### config.mk
export PLATFORM = sky130hd
export DESIGN_NAME = unidade_controle_vidas
export DESIGN_NICKNAME = d
export VERILOG_FILES = /design/src/rtl/unidade_controle_vidas.sv
export SDC_FILE = /design/constraint.sdc
export NUM_CORES = 1
export LEC_CHECK = 0
export ABC_AREA = 1
export CORE_MARGIN = 2
export CORE_UTILIZATION = 38
export DETAILED_ROUTE_END_ITERATION = 16
export PLACE_DENSITY = 0.64
export SKIP_LAST_GASP = 1
export SLEW_MARGIN = 20
export SYNTH_ARGS = -nofsm -noshare
export SYNTH_HDL_FRONTEND = slang
export SYNTH_SLANG_ARGS = --single-unit
### constraint.sdc
create_clock -name clock -period 5.2 [get_ports clock]
set_input_delay 0.78 -clock clock [delete_from_list [all_inputs] [get_ports clock]]
set_output_delay 0.78 -clock clock [all_outputs]
set_load 0.01 [all_outputs]
### src/rtl/unidade_controle_vidas.sv
// Genius control unit: owns the game FSM plus the address, sequence, timer and lives counters.
// Build option: define CORINGA_EN so that tem_coringa counts as a correct entry while in ESPERA.
`timescale 1ns/1ps
module unidade_controle_vidas #(
    parameter int ADDR_W    = 4,
    parameter int T_ON      = 1000,
    parameter int T_OFF     = 500,
    parameter int T_TIMEOUT = 5000,
    parameter int VIDAS     = 3,
    parameter int LIFE_W    = 2
) (
    input  logic              clock,
    input  logic              reset,
    input  logic              iniciar,
    input  logic              nivel,
    input  logic              memoria,
    input  logic              tem_jogada,
    input  logic              jogadaIgualMemoria,
    input  logic              tem_coringa,
    output logic [ADDR_W-1:0] endereco,
    output logic [ADDR_W-1:0] sequencia,
    output logic              zeraR,
    output logic              registraR,
    output logic              led_ativo,
    output logic              estado_espera,
    output logic              macro_exibicao,
    output logic              macro_jogadas,
    output logic [LIFE_W-1:0] vidas,
    output logic              acertou,
    output logic              errou,
    output logic              pronto,
    output logic [3:0]        db_estado
);

    localparam int T_MAX = (T_TIMEOUT > T_ON)
                         ? ((T_TIMEOUT > T_OFF) ? T_TIMEOUT : T_OFF)
                         : ((T_ON > T_OFF) ? T_ON : T_OFF);
    localparam int TIMER_W = $clog2(T_MAX + 1);

    localparam logic [TIMER_W-1:0] ON_LAST  = TIMER_W'(T_ON - 1);
    localparam logic [TIMER_W-1:0] OFF_LAST = TIMER_W'(T_OFF - 1);
    localparam logic [TIMER_W-1:0] TO_LAST  = TIMER_W'(T_TIMEOUT - 1);
    localparam logic [ADDR_W-1:0]  LAST_FULL = {ADDR_W{1'b1}};
    localparam logic [ADDR_W-1:0]  LAST_HALF = ADDR_W'((1 << (ADDR_W - 1)) - 1);

    typedef enum logic [3:0] {
        INICIAL     = 4'h0,
        PREPARACAO  = 4'h1,
        INICIA_SEQ  = 4'h2,
        ESPERA      = 4'h3,
        REGISTRA    = 4'h4,
        COMPARA     = 4'h5,
        PROXIMO     = 4'h6,
        ULTIMA_SEQ  = 4'h7,
        PROX_SEQ    = 4'h8,
        LEDS_ON     = 4'h9,
        FIM_ACERTO  = 4'hA,
        LEDS_OFF    = 4'hB,
        PERDE_VIDA  = 4'hC,
        PROXIMO_LED = 4'hD,
        FIM_ERRO    = 4'hE,
        INVALIDO    = 4'hF
    } state_t;

    state_t             state, state_next;
    logic [TIMER_W-1:0] timer;
    logic               nivel_r, memoria_r;
    logic               miss, abort, last_pos, timed;
    logic [ADDR_W-1:0]  last_idx;

`ifndef CORINGA_EN
    logic unused_coringa;
    assign unused_coringa = tem_coringa;
`endif

    always_ff @(posedge clock or negedge reset) begin
        if (!reset) state <= INICIAL;
        else        state <= state_next;
    end

    always_comb begin
        state_next = state;
        miss       = 1'b0;
        abort      = 1'b0;
        last_pos   = (endereco == sequencia);
        last_idx   = nivel_r ? LAST_FULL : LAST_HALF;
        case (state)
            INICIAL:     if (iniciar) state_next = PREPARACAO;
            PREPARACAO:  state_next = LEDS_ON;
            INICIA_SEQ:  state_next = LEDS_ON;
            LEDS_ON:     if (timer == ON_LAST) state_next = LEDS_OFF;
            LEDS_OFF:    if (timer == OFF_LAST) state_next = last_pos ? ESPERA : PROXIMO_LED;
            PROXIMO_LED: state_next = LEDS_ON;
            ESPERA: begin
                if (timer == TO_LAST) miss = 1'b1;
`ifdef CORINGA_EN
                else if (tem_coringa) state_next = last_pos ? ULTIMA_SEQ : PROXIMO;
`endif
                else if (tem_jogada) state_next = REGISTRA;
            end
            REGISTRA:    state_next = COMPARA;
            COMPARA: begin
                if (!jogadaIgualMemoria) miss = 1'b1;
                else state_next = last_pos ? ULTIMA_SEQ : PROXIMO;
            end
            PROXIMO:     state_next = ESPERA;
            ULTIMA_SEQ:  state_next = (sequencia == last_idx) ? FIM_ACERTO : PROX_SEQ;
            PROX_SEQ:    state_next = INICIA_SEQ;
            PERDE_VIDA:  state_next = INICIA_SEQ;
            FIM_ACERTO:  if (iniciar) state_next = PREPARACAO;
            FIM_ERRO:    if (iniciar) state_next = PREPARACAO;
            default:     state_next = INICIAL;
        endcase
        if (miss) state_next = (vidas > LIFE_W'(1)) ? PERDE_VIDA : FIM_ERRO;
        // A change of level or memory bank mid-game ends it without touching the lives.
        if (!(state inside {INICIAL, FIM_ACERTO, FIM_ERRO, INVALIDO}) &&
            ((nivel != nivel_r) || (memoria != memoria_r))) begin
            abort      = 1'b1;
            state_next = FIM_ERRO;
        end
    end

    assign timed = (state inside {LEDS_ON, LEDS_OFF, ESPERA});

    always_ff @(posedge clock or negedge reset) begin
        if (!reset) begin
            endereco  <= '0;
            sequencia <= '0;
            vidas     <= LIFE_W'(VIDAS);
            timer     <= '0;
            nivel_r   <= 1'b0;
            memoria_r <= 1'b0;
        end else begin
            timer <= (timed && (state_next == state)) ? timer + 1'b1 : '0;
            // Configuration is captured on the way into PREPARACAO so the abort check sees it there.
            if (state_next == PREPARACAO) begin
                nivel_r   <= nivel;
                memoria_r <= memoria;
            end
            if (!abort) begin
                case (state)
                    PREPARACAO: begin
                        endereco  <= '0;
                        sequencia <= '0;
                        vidas     <= LIFE_W'(VIDAS);
                    end
                    INICIA_SEQ:           endereco  <= '0;
                    LEDS_OFF:             if (state_next == ESPERA) endereco <= '0;
                    PROXIMO_LED, PROXIMO: endereco  <= endereco + 1'b1;
                    PROX_SEQ:             sequencia <= sequencia + 1'b1;
                    PERDE_VIDA:           vidas     <= vidas - 1'b1;
                    default: ;
                endcase
                if (miss && (state_next == FIM_ERRO)) vidas <= '0;
            end
        end
    end

    always_comb begin
        zeraR          = (state == INICIAL) || (state == PREPARACAO);
        registraR      = (state == REGISTRA);
        led_ativo      = (state == LEDS_ON);
        estado_espera  = (state == ESPERA);
        macro_exibicao = (state inside {LEDS_ON, LEDS_OFF, PROXIMO_LED});
        macro_jogadas  = (state inside {ESPERA, REGISTRA, COMPARA, PROXIMO, ULTIMA_SEQ, PROX_SEQ});
        acertou        = (state == FIM_ACERTO);
        errou          = (state == FIM_ERRO);
        pronto         = (state == FIM_ACERTO) || (state == FIM_ERRO);
        db_estado      = state;
    end

endmodule

==> impl_metrics.ini <==
[status]
status = finished, final reports clean

[floorplan]
initial_utilization = 0.399
ioPinCount = 31
core_area_um2 = 5570
die_w_um = 80.5
row_count = 27
fp.dieH_um = 80.5
dieArea_um2 = 6490

[placement]
io_buffers = 29
dpl.hpwl_mm = 4.01
gp_congestion = 0.874

[flow_run]
cap_violations = 0

[pwr]
power_frac_clock = 0.176
powerDensity_nw_per_um2 = 523
p_total_mw = 1.41
power_frac_comb = 0.563
leakagePower_nw = 1.27
internal_power_mw = 0.748
peakVddDrop_mv = 0.282
power_frac_seq = 0.261
swShare = 0.469
power.switching_mw = 0.659

[global_routing]
grt_max_degree = 30
track_usage = 0.182
overflow = 0
grt_pass1_wl_mm = 9.20
grt_pass1_vias = 2007
antenna_found_initial = 0

[sta]
max_slew_margin = 0.560
finalSetupTns_ns = 0
worst_pin_slew_ns = 0.658
clock.fmax_ghz = 0.354
setup_violations = 0
skew_ns = 0.00729
maxSlewViolCount = 0
finalCritPeriodShare = 0.543
rsz0062_at_grt = false
hold_viol = 0
min_period_ns = 2.83

[setup_path]
ff2ff_setup_slack_ns = 2.78
worstSetupStartpointType = flop
startpoint = db_estado[0]
required_ns = 4.42
reg2reg_from = db_estado[3]
cp.arrival_ns = 2.05
worstRegToRegCells = 10
critical_path_class = flop to output port
critPathCapture = macro_exibicao
reg2reg_to = timer[0]
crit_fanout = 11
worstSetupEndpointType = output port

[synthesis]
synth_most_common_cell = nand2_1
syn_area_um2 = 2230
synth_cell_type_count = 30
yosysTopAreaCell = dfrtp_1
async_flop_share = 1.00
ys_warn_count = 0
postSynthAreaPerCell_um2 = 6.93
syn-num-nets = 333
synth-seq-cells = 29
synth_common_cells = nand2_1 (94), inv_1 (42), nor2_1 (40)
synthCells = 321
synth.area.top_cells = dfrtp_1 (30%), nand2_1 (16%), inv_1 (7.1%)
ys.flop_type = dfrtp_1
yosysTopAreaCellShare = 0.304
synth-edff-count = 0
yosysSeqAreaShare = 0.327

[clock_network]
cts_resized = 0
cts_tree = done
cts_sinks = 29
clk_latency_ns = 0.29
cts_root_buf = clkbuf_8
ctsHoldBuffers = 0
numCtsBuffers = 5
postCtsSetupBuffers = 0
clockBufferDepth = 2
htreeDepth = 2
path_clk_slew_ns = 0.07

[route]
wl_per_cell_um = 12.4
routed_wl_mm = 5.31
ant_nets = 0
num_vias = 2102
drc = 0
via_per_inst = 4.92
dr.pass1.iters = 4
drt-initial-drc-count = 104

[finish]
utilization = 0.482
nNetsFinal = 366
drive_gt1_frac = 0.132
antennaDiodeCount = 0
syn_to_final_growth_pct = 20.8

[min_path]
hp-class = flop to flop
area by class of cell:
cell class,count,area [um2]
fill,557,2890
clock inverter,1,30.0
inverter,46,173
multi-input combinational,242,1280
timing repair buffer,30,298
sequential,29,728
tap,72,90.1
clock buffer,7,86.3
layer usage:
layer | vias to the layer above | part of all wire | track usage
li1 | 1074 | - | -
met1 | 960 | 0.47 | 0.247
met2 | 62 | 0.46 | 0.296
met3 | 6 | 0.062 | 0.0382
met4 | 0 | 0.011 | 0.0458
met5 | - | 0 | 0
kinds of logic (layout without fill, tap and decap cells):
group,Yosys count,after routing,synth area share
xor gates and xnor gates,14,14,0.0551
AOI/OAI and AO/OA,18,18,0.0489
buffers and inverters,50,84,0.0961
DFF,29,29,0.327
and+or+nand+nor,204,204,0.440
adders and majority gates,4,4,0.0225
muxes,2,2,0.0101
power groups by stage:
stage               sequential (mW)  combinational (mW)  clock (mW)
floorplan                     0.354               0.583           0
global route                  0.380               0.892       0.265
finish                        0.367               0.792       0.248
detailed placement            0.370               0.791           0
CTS                           0.366               0.795       0.258
global placement              0.371               0.785           0
cells in the final DEF, fill, tap and decap left out, types with 2 or more instances in the layout:
cell type        count
a21oi_1              7
xor2_1              11
dfrtp_1             27
nand3_1             28
nand2_2              4
dfstp_2              2
xnor2_1              3
o21ai_0              6
inv_1               42
nand2_1             94
nor3_2              10
inv_2                4
mux2_2               2
clkbuf_8             6
ha_1                 4
or2_2                2
clkdlybuf4s50_1     29
nor3_1               6
nand3_2              3
nor2_2               6
nor2_4               3
nor2_1              40
nand4_1              4
nand3b_1             3
worst min-delay path by stage:
stage | slack, ns | endpoint | depth (start not counted) | startpoint
global placement | 0.46 | timer[0] | 1 | timer[0]
CTS | 0.48 | vidas[1] | 2 | vidas[1]
global route | 0.49 | vidas[1] | 2 | vidas[1]
detailed placement | 0.47 | vidas[1] | 2 | vidas[1]
floorplan | 0.44 | timer[0] | 1 | timer[0]
finish | 0.48 | vidas[1] | 2 | vidas[1]
through the flow:
stage | hold slack, ns | area, um2 | std cells | setup slack, ns
floorplan | 0.439 | 2230 | 321 | 3.26
global placement | 0.464 | 2570 | 419 | 2.38
detailed placement | 0.470 | 2570 | 419 | 2.37
CTS | 0.482 | 2690 | 427 | 2.39
global route | 0.487 | 2690 | 427 | 2.24
finish | 0.481 | 2690 | 427 | 2.37
registers in the layout, indices dropped and copies added, names as in the netlist:
register / cells
memoria_r: 1
db_estado: 4
sequencia: 4
nivel_r: 1
endereco: 4
timer: 13
vidas: 2
worst max-delay path, stage by stage, from the launching register on:
cell and delay [ns]:
dfrtp_1 0.59, inv_1 0.11, nor2_1 0.25, nand2_1 0.15
nand2_1 0.12, clkdlybuf4s50_1 0.54
(Power assumes the default switching activity.)
